<file path="config.mk">
export PLATFORM = sky130hd
export DESIGN_NAME = pixel_coord_generator
export DESIGN_NICKNAME = d
export VERILOG_FILES = /design/src/rtl/pixel_coord_generator.sv
export SDC_FILE = /design/constraint.sdc
export NUM_CORES = 1
export LEC_CHECK = 0
export ABC_AREA = 1
export CAP_MARGIN = 0
export CORE_ASPECT_RATIO = 1.75
export CORE_UTILIZATION = 40
export DETAILED_ROUTE_END_ITERATION = 10
export DONT_BUFFER_PORTS = 1
export PLACE_DENSITY = 0.51
export SLEW_MARGIN = 20
export SYNTH_ARGS = -nofsm -noshare
export SYNTH_HDL_FRONTEND = slang
export SYNTH_SLANG_ARGS = --single-unit
</file>
<file path="constraint.sdc">
create_clock -name clk -period 2.6 [get_ports clk]
set_clock_uncertainty 0.1 [all_clocks]
set_input_delay 0.52 -clock clk [delete_from_list [all_inputs] [get_ports clk]]
set_output_delay 0.52 -clock clk [all_outputs]
set_load 0.02 [all_outputs]
</file>
<file path="src/rtl/pixel_coord_generator.sv">
// Raster-order pixel coordinate source for the ray generator: Q11.21 x/y over valid/ready.
// Optional macro PIXEL_CENTER_OFFSET_EN adds +0.5 pixel to every emitted coordinate.
module pixel_coord_generator #(
    parameter int SCREEN_WIDTH  = 640,
    parameter int SCREEN_HEIGHT = 480,
    parameter int FRAC_BITS     = 21
) (
    input  logic        clk,
    input  logic        rst,
    input  logic        start,
    input  logic        abort,
    input  logic        ready_in,
    output logic [31:0] screen_x,
    output logic [31:0] screen_y,
    output logic        valid_out,
    output logic        sof,
    output logic        eol,
    output logic        busy,
    output logic        frame_done
);
    localparam logic [1:0] ST_IDLE = 2'd0;
    localparam logic [1:0] ST_SCAN = 2'd1;
    localparam logic [1:0] ST_DONE = 2'd2;

    localparam logic [10:0] X_LAST = 11'(SCREEN_WIDTH - 1);
    localparam logic [10:0] Y_LAST = 11'(SCREEN_HEIGHT - 1);

`ifdef PIXEL_CENTER_OFFSET_EN
    localparam logic [31:0] COORD_OFFSET = 32'(1) << (FRAC_BITS - 1);
`else
    localparam logic [31:0] COORD_OFFSET = 32'd0;
`endif

    function automatic logic [31:0] to_fixed(input logic [10:0] c);
        return (32'(c) << FRAC_BITS) + COORD_OFFSET;
    endfunction

    logic [1:0]  state_q, state_d;
    logic [10:0] x_q, x_d;
    logic [10:0] y_q, y_d;
    logic [31:0] screen_x_q, screen_x_d;
    logic [31:0] screen_y_q, screen_y_d;
    logic        valid_q, valid_d;
    logic        sof_q, sof_d;
    logic        eol_q, eol_d;
    logic        busy_q, busy_d;
    logic        done_q, done_d;
    logic        xfer;
    logic        last_pixel;

    always_comb begin
        state_d    = state_q;
        x_d        = x_q;
        y_d        = y_q;
        valid_d    = valid_q;
        busy_d     = busy_q;
        done_d     = 1'b0;
        xfer       = valid_q && ready_in;
        last_pixel = (x_q == X_LAST) && (y_q == Y_LAST);

        case (state_q)
            ST_IDLE: begin
                if (start && !abort) begin
                    state_d = ST_SCAN;
                    x_d     = '0;
                    y_d     = '0;
                    valid_d = 1'b1;
                    busy_d  = 1'b1;
                end
            end
            ST_SCAN: begin
                if (abort) begin
                    state_d = ST_IDLE;
                    x_d     = '0;
                    y_d     = '0;
                    valid_d = 1'b0;
                    busy_d  = 1'b0;
                end else if (xfer) begin
                    if (last_pixel) begin
                        state_d = ST_DONE;
                        x_d     = '0;
                        y_d     = '0;
                        valid_d = 1'b0;
                        busy_d  = 1'b0;
                        done_d  = 1'b1;
                    end else if (x_q == X_LAST) begin
                        x_d = '0;
                        y_d = y_q + 11'd1;
                    end else begin
                        x_d = x_q + 11'd1;
                    end
                end
            end
            ST_DONE: begin
                // frame_done is visible for exactly this one cycle; abort here changes nothing
                state_d = ST_IDLE;
            end
            default: begin
                state_d = ST_IDLE;
                x_d     = '0;
                y_d     = '0;
                valid_d = 1'b0;
                busy_d  = 1'b0;
            end
        endcase

        // Outputs are derived from the next counter values so a stalled beat holds naturally
        screen_x_d = valid_d ? to_fixed(x_d) : 32'd0;
        screen_y_d = valid_d ? to_fixed(y_d) : 32'd0;
        sof_d      = valid_d && (x_d == 11'd0) && (y_d == 11'd0);
        eol_d      = valid_d && (x_d == X_LAST);
    end

    always_ff @(posedge clk or posedge rst) begin
        if (rst) begin
            state_q    <= ST_IDLE;
            x_q        <= '0;
            y_q        <= '0;
            screen_x_q <= '0;
            screen_y_q <= '0;
            valid_q    <= 1'b0;
            sof_q      <= 1'b0;
            eol_q      <= 1'b0;
            busy_q     <= 1'b0;
            done_q     <= 1'b0;
        end else begin
            state_q    <= state_d;
            x_q        <= x_d;
            y_q        <= y_d;
            screen_x_q <= screen_x_d;
            screen_y_q <= screen_y_d;
            valid_q    <= valid_d;
            sof_q      <= sof_d;
            eol_q      <= eol_d;
            busy_q     <= busy_d;
            done_q     <= done_d;
        end
    end

    assign screen_x   = screen_x_q;
    assign screen_y   = screen_y_q;
    assign valid_out  = valid_q;
    assign sof        = sof_q;
    assign eol        = eol_q;
    assign busy       = busy_q;
    assign frame_done = done_q;

endmodule

</file>
; ---- Word-level counts from Yosys, hierarchy flattened
; Index checks and enable logic that the tools add are counted.
[totals]
regBits = 93
wordCells = 66
input_bits = 5
[op_classes]
mux = 33
add_sub_neg = 2
n_reduce_logical = 12
n_eq_ne = 8
bitwise_logic = 1
[ops]
columns = cell, n
row1 = 11-bit two-way mux, 10
row2 = 11-bit case mux with 3 select lines, 2
row3 = 32-bit two-way mux, 2
row4 = "11-bit by 1-bit adder with 11-bit output, second input constant", 2
row5 = "11-bit by 10-bit == test with 1-bit output, second input constant", 2
row6 = 11-bit zero test, 2
row7 = 1-bit two-way mux, 12
row8 = "11-bit by 9-bit == test with 1-bit output, second input constant", 1
row9 = 2-bit two-way mux, 4
row10 = 1-bit logical AND, 6
row11 = "3-bit inequality test, second input constant", 2
row12 = 1-bit case mux with 3 select lines, 2
row13 = 2-bit case mux with 2 select lines, 1
row14 = 4-bit AND reduction, 1
row15 = 3-bit AND reduction, 1
row16 = "2-bit by 1-bit == test with 1-bit output, second input constant", 1
row17 = "2-bit == test, second input constant", 1
row18 = 2-bit zero test, 1
row19 = "2-bit inequality test, second input constant", 1
row20 = 1-bit zero test, 1
row21 = 1-bit inverter, 1

; ---- Depth between registers and ports, before layout
[logic_depth]
ltp_word = 9
mapped_depth = 14
ltp_nobuf = 14

; ---- Worst setup path after synthesis
; No wires, ideal clock.
[synth_timing]
path_kind = reg2reg
startpoint = register valid_q, in the netlist valid_out
endpoint = register sof_q, in the netlist sof
setup_ps = 71
path_slack_ps = 787
synth_period_minus_slack_ps = 1813
path_buffers = 0
path_stages_with_launch = 13
t_required_ps = 2429
t_arrival_ps = 1642
cell_sequence = dfrtp_1 > nand2_2 > inv_2 > nand4_4 > nor2_8 > nor2_4 > nand2_4 > nand2_2 > nor2_2 > nand2_1 > nor2_2 > nand3_1 > nor2_1
[synth_between]
elab_chain_cells = 7
elab_cells_between_ends = 16
classes_between = mux: 11 / reduce/logical: 5
[synth_lines]
columns = element, line
row1 = "start, declared", 43  ; logic valid_q, valid_d;
row2 = "start signal, assigned", 132  ; valid_q <= valid_d;
row3 = 1-bit logical AND, 58  ; xfer = valid_q && ready_in;
row4 = 11-bit two-way mux, 78  ; end else if (xfer) begin
row5 = 11-bit two-way mux, 72  ; if (abort) begin
row6 = 11-bit case mux with 3 select lines, 61  ; case (state_q)
row7 = net x_d[4], 39  ; logic [10:0] x_q, x_d;
row8 = 11-bit zero test, 110  ; sof_d = valid_d && (x_d == 11'd0) && (y_d == 11'd0);
row9 = 1-bit logical AND (2 in series), 110
row10 = net sof_d, 44  ; logic sof_q, sof_d;
row11 = "end signal, assigned", 122  ; sof_q <= 1'b0;
row12 = "end signal, assigned", 133  ; sof_q <= sof_d;
row13 = "end, declared", 44
; The timed path passes the listed nets, and every way through them passes these cells.
; A chain may end at the register's enable or synchronous reset.

; ---- Worst setup path in the final report
[layout_timing]
startpoint = register x_q[1]
endpoint = register sof_q, in the netlist sof
[layout_between]
elab_chain_cells = 9
elab_cells_between_ends = 22
classes_between = add/sub: 1 / eq/ne: 1 / mux: 15 / reduce/logical: 5
[layout_lines]
columns = element, line
row1 = "start, declared", 39
row2 = "start signal, assigned", 117  ; x_q <= '0;
row3 = "start signal, assigned", 128  ; x_q <= x_d;
row4 = 11-bit by 1-bit adder with 11-bit output or 11-bit by 10-bit == test with 1-bit output (tied branches), "90, 59, 86"
row5 = 11-bit two-way mux or 1-bit logical AND (tied branches), "86, 59"
row6 = 11-bit two-way mux, 79  ; if (last_pixel) begin
row7 = 11-bit two-way mux, 78
row8 = 11-bit two-way mux, 72
row9 = 11-bit case mux with 3 select lines, 61
row10 = 11-bit zero test, 110
row11 = 1-bit logical AND, 110
row12 = 1-bit logical AND *, 110
row13 = net sof_d, 44
; Mark *: on every way through the listed nets, which the timed path passes. The rest lies on a longest branch.

==> summary.txt <==
Status -> finished clean
Antenna diodes -> 0
Starting DRT DRC Count -> 146
Final nets -> 411
Final period util -> 90.0%
FF-to-FF Start -> x_q[1]$_DFF_PP0_
Layout cell share with drive strength beyond 1 -> 17.3%
Clock Sink Count -> 51
CP required -> 2.73 ns
I/O pin count -> 74
Clock transition at the registers of the reported paths -> 0.07 ns
Pleak -> 1.71 nW
H-Tree Depth -> 2
Synth top cells by count -> nand2_1 (86), nor2_1 (52), dfrtp_1 (51), inv_1 (44), buf_4 (42)
TritonCTS clock tree -> done
Dpl hpwl -> 6190 µm
Post-CTS Setup Inserts -> 0
Die ar. -> 8290 µm²
Final Cell Area -> 3290 µm²
Number of synthesized flops with an enable pin -> 0
Worst Hold Class -> input pin to asynchronous set/reset pin
FP Rows -> 42
Worst EP arrival -> 2.47 ns
Crit. End Element -> register
Root Buffer -> clkbuf_16
Routability cong. -> 0.924
Inst Count DP -> 485
Worst-Margin Slew -> 0.568 ns
P_int -> 1.24 mW
Layout area overhead -> 3.95%
Post-layout worst setup margin -> 0.260 ns
Worst R2R Path Depth -> 13
Layout Cells excl Fill -> 492
Final wirelength -> 7980 µm
Syn Inst Count -> 398
Core Area -> 7620 µm²
Starting density of the core -> 41.5%
Flop pwr share -> 48.1%
Clk_lat worst skew -> 0.29 ns
Maximum vdd drop -> 371 µV
Placed Area -> 3150 µm²
Final Hold Viols -> 0
Main synth FF type -> dfrtp_1
Clk buf depth -> 2
Tmin final -> 2.34 ns
Post-CTS Resized -> 0
CP Class -> register to register
Pwr Total -> 1.75 mW
Final ANT Viol Nets -> 0
Unrepaired setup endpoints after global routing -> false
Synth warn -> 0
Die Ht -> 120 µm
WL per Instance -> 16.2 µm
Drt drc -> 0
Sequential share of the synthesized area -> 40.3%
Critical path startpoint category -> register
Post-synth ARST share -> 100%
Setup TNS -> 0 ns
Total CTS buffers -> 5
# setup viols final -> 0
Total vias in the final route -> 2422
GR Overflow Total -> 0
Synth top area share -> 40.3%
Clock power frac -> 38.2%
Sw Ratio -> 28.9%
Synth area leader -> dfrtp_1
Drt pass-1 iters -> 4
Cell area after synthesis -> 3170 µm²
Largest net degree at the start of global routing -> 29
Via-per-instance ratio -> 4.92
Max-slew violations -> 0
CTS Hold Bufs -> 0
First-pass GRT wire length -> 12900 µm
Post-layout util -> 43.2%
Largest cells by area after synthesis -> dfrtp_1 (40%), nand2_1 (10%), buf_4 (10%)
Achievable Freq -> 427 MHz
Reg2reg end -> sof$_DFF_PP0_
Hold_ws -> 0.0628 ns
Avg Cell Area, Syn -> 7.95 µm²
R2R Setup Slk -> 0.26 ns
Port Buf Inserts -> 0
Max-Cap Viols -> 0
Count leader, synth -> nand2_1
Relative slew slack -> 62.1%
CP max FO -> 5
Die W -> 69.2 µm
Vias in the first global route -> 2523
NetSw -> 0.505 mW
PwrDens -> 530 nW/µm²
Initial antenna violation count -> 0
Register bit total from synthesis -> 51
Post-synth cell types -> 37
Pre-CTS setup slack -> 0.264 ns
Combinational share of power -> 13.7%
GRT Util Overall -> 20.6%
-- critical path: stages, from the launching register on --
cell	delay, ns
dfrtp_1	0.46
ha_1	0.23
inv_1	0.06
nor2_2	0.26
nand2_1	0.11
nand2_1	0.07
nand2_1	0.05
a21oi_1	0.36
nand3_1	0.14
nor2_2	0.13
nand2_2	0.06
nor2_2	0.08
nand3_1	0.06
nor2_1	0.10
-- placed cells by master, fill, tap and decap left out, types with 2 or more instances in the layout --
master,instances
o21ai_2,6
clkbuf_16,5
nand4_1,6
nand2_2,12
nand3_1,26
inv_2,5
nor2_1,52
nor2_4,7
buf_12,2
ha_1,2
dfrtp_1,51
inv_1,43
nand2_4,5
nand3_2,4
nor2_2,9
o21ai_1,5
o21ai_0,2
a21oi_1,11
inv_4,2
nand2_1,86
nand3_4,2
xor2_1,2
conb_1,42
-- kinds of logic (layout without fill, tap and decap cells) --
logic type,after synthesis,in the layout,synth area share (%)
AO/OA/AOI/OAI,27,27,5.73
adder cells (fa/ha/maj),2,2,0.790
flip-flops,51,51,40.3
buffers and inverters,97,62,16.9
AND/OR/NAND/NOR,217,217,35.3
other,1,42,0.118
XOR/XNOR,3,3,0.830
-- state kept, by name (all words and copies together), names as in the netlist --
name,cells
busy,1
valid_out,1
y_q,11
frame_done,1
x_q,11
screen_x,11
eol,1
screen_y,11
sof,1
state_q,2
-- power groups by stage --
stage | sequential, mW | combinational [mW] | clock (mW)
after floorplan | 0.855 | 0.221 | 0
after global placement | 0.856 | 0.243 | 0
after detailed placement | 0.855 | 0.245 | 0
after CTS | 0.840 | 0.245 | 0.685
after global routing | 0.841 | 0.263 | 0.708
final | 0.839 | 0.240 | 0.667
-- how the worst max path moves through the flow --
stage / slack [ns] / from / depth (start not counted) / end
after floorplan: 0.75 / rst / 1 / busy$_DFFE_PP0P_
after global placement: 0.27 / x_q[1]$_DFF_PP0_ / 13 / sof$_DFF_PP0_
after detailed placement: 0.26 / x_q[1]$_DFF_PP0_ / 13 / sof$_DFF_PP0_
after CTS: 0.26 / x_q[1]$_DFF_PP0_ / 13 / sof$_DFF_PP0_
after global routing: 0.10 / x_q[1]$_DFF_PP0_ / 13 / sof$_DFF_PP0_
final: 0.26 / x_q[1]$_DFF_PP0_ / 13 / sof$_DFF_PP0_
-- routing by layer --
metal	track usage, %	wire (µm)
met5	0	0
met4	17.1	565
met3	2.60	258
met2	36.9	4270
met1	20.9	2880
-- cell type report --
cell class	instances	area, µm²
clock buffer	6	139
timing repair buffer	3	47.5
tap	88	110
sequential	51	1280
clock inverter	1	5.00
inverter	52	205
fill	811	4330
multi-input combinational	291	1510
No activity file was read; power rests on OpenSTA's default activity.
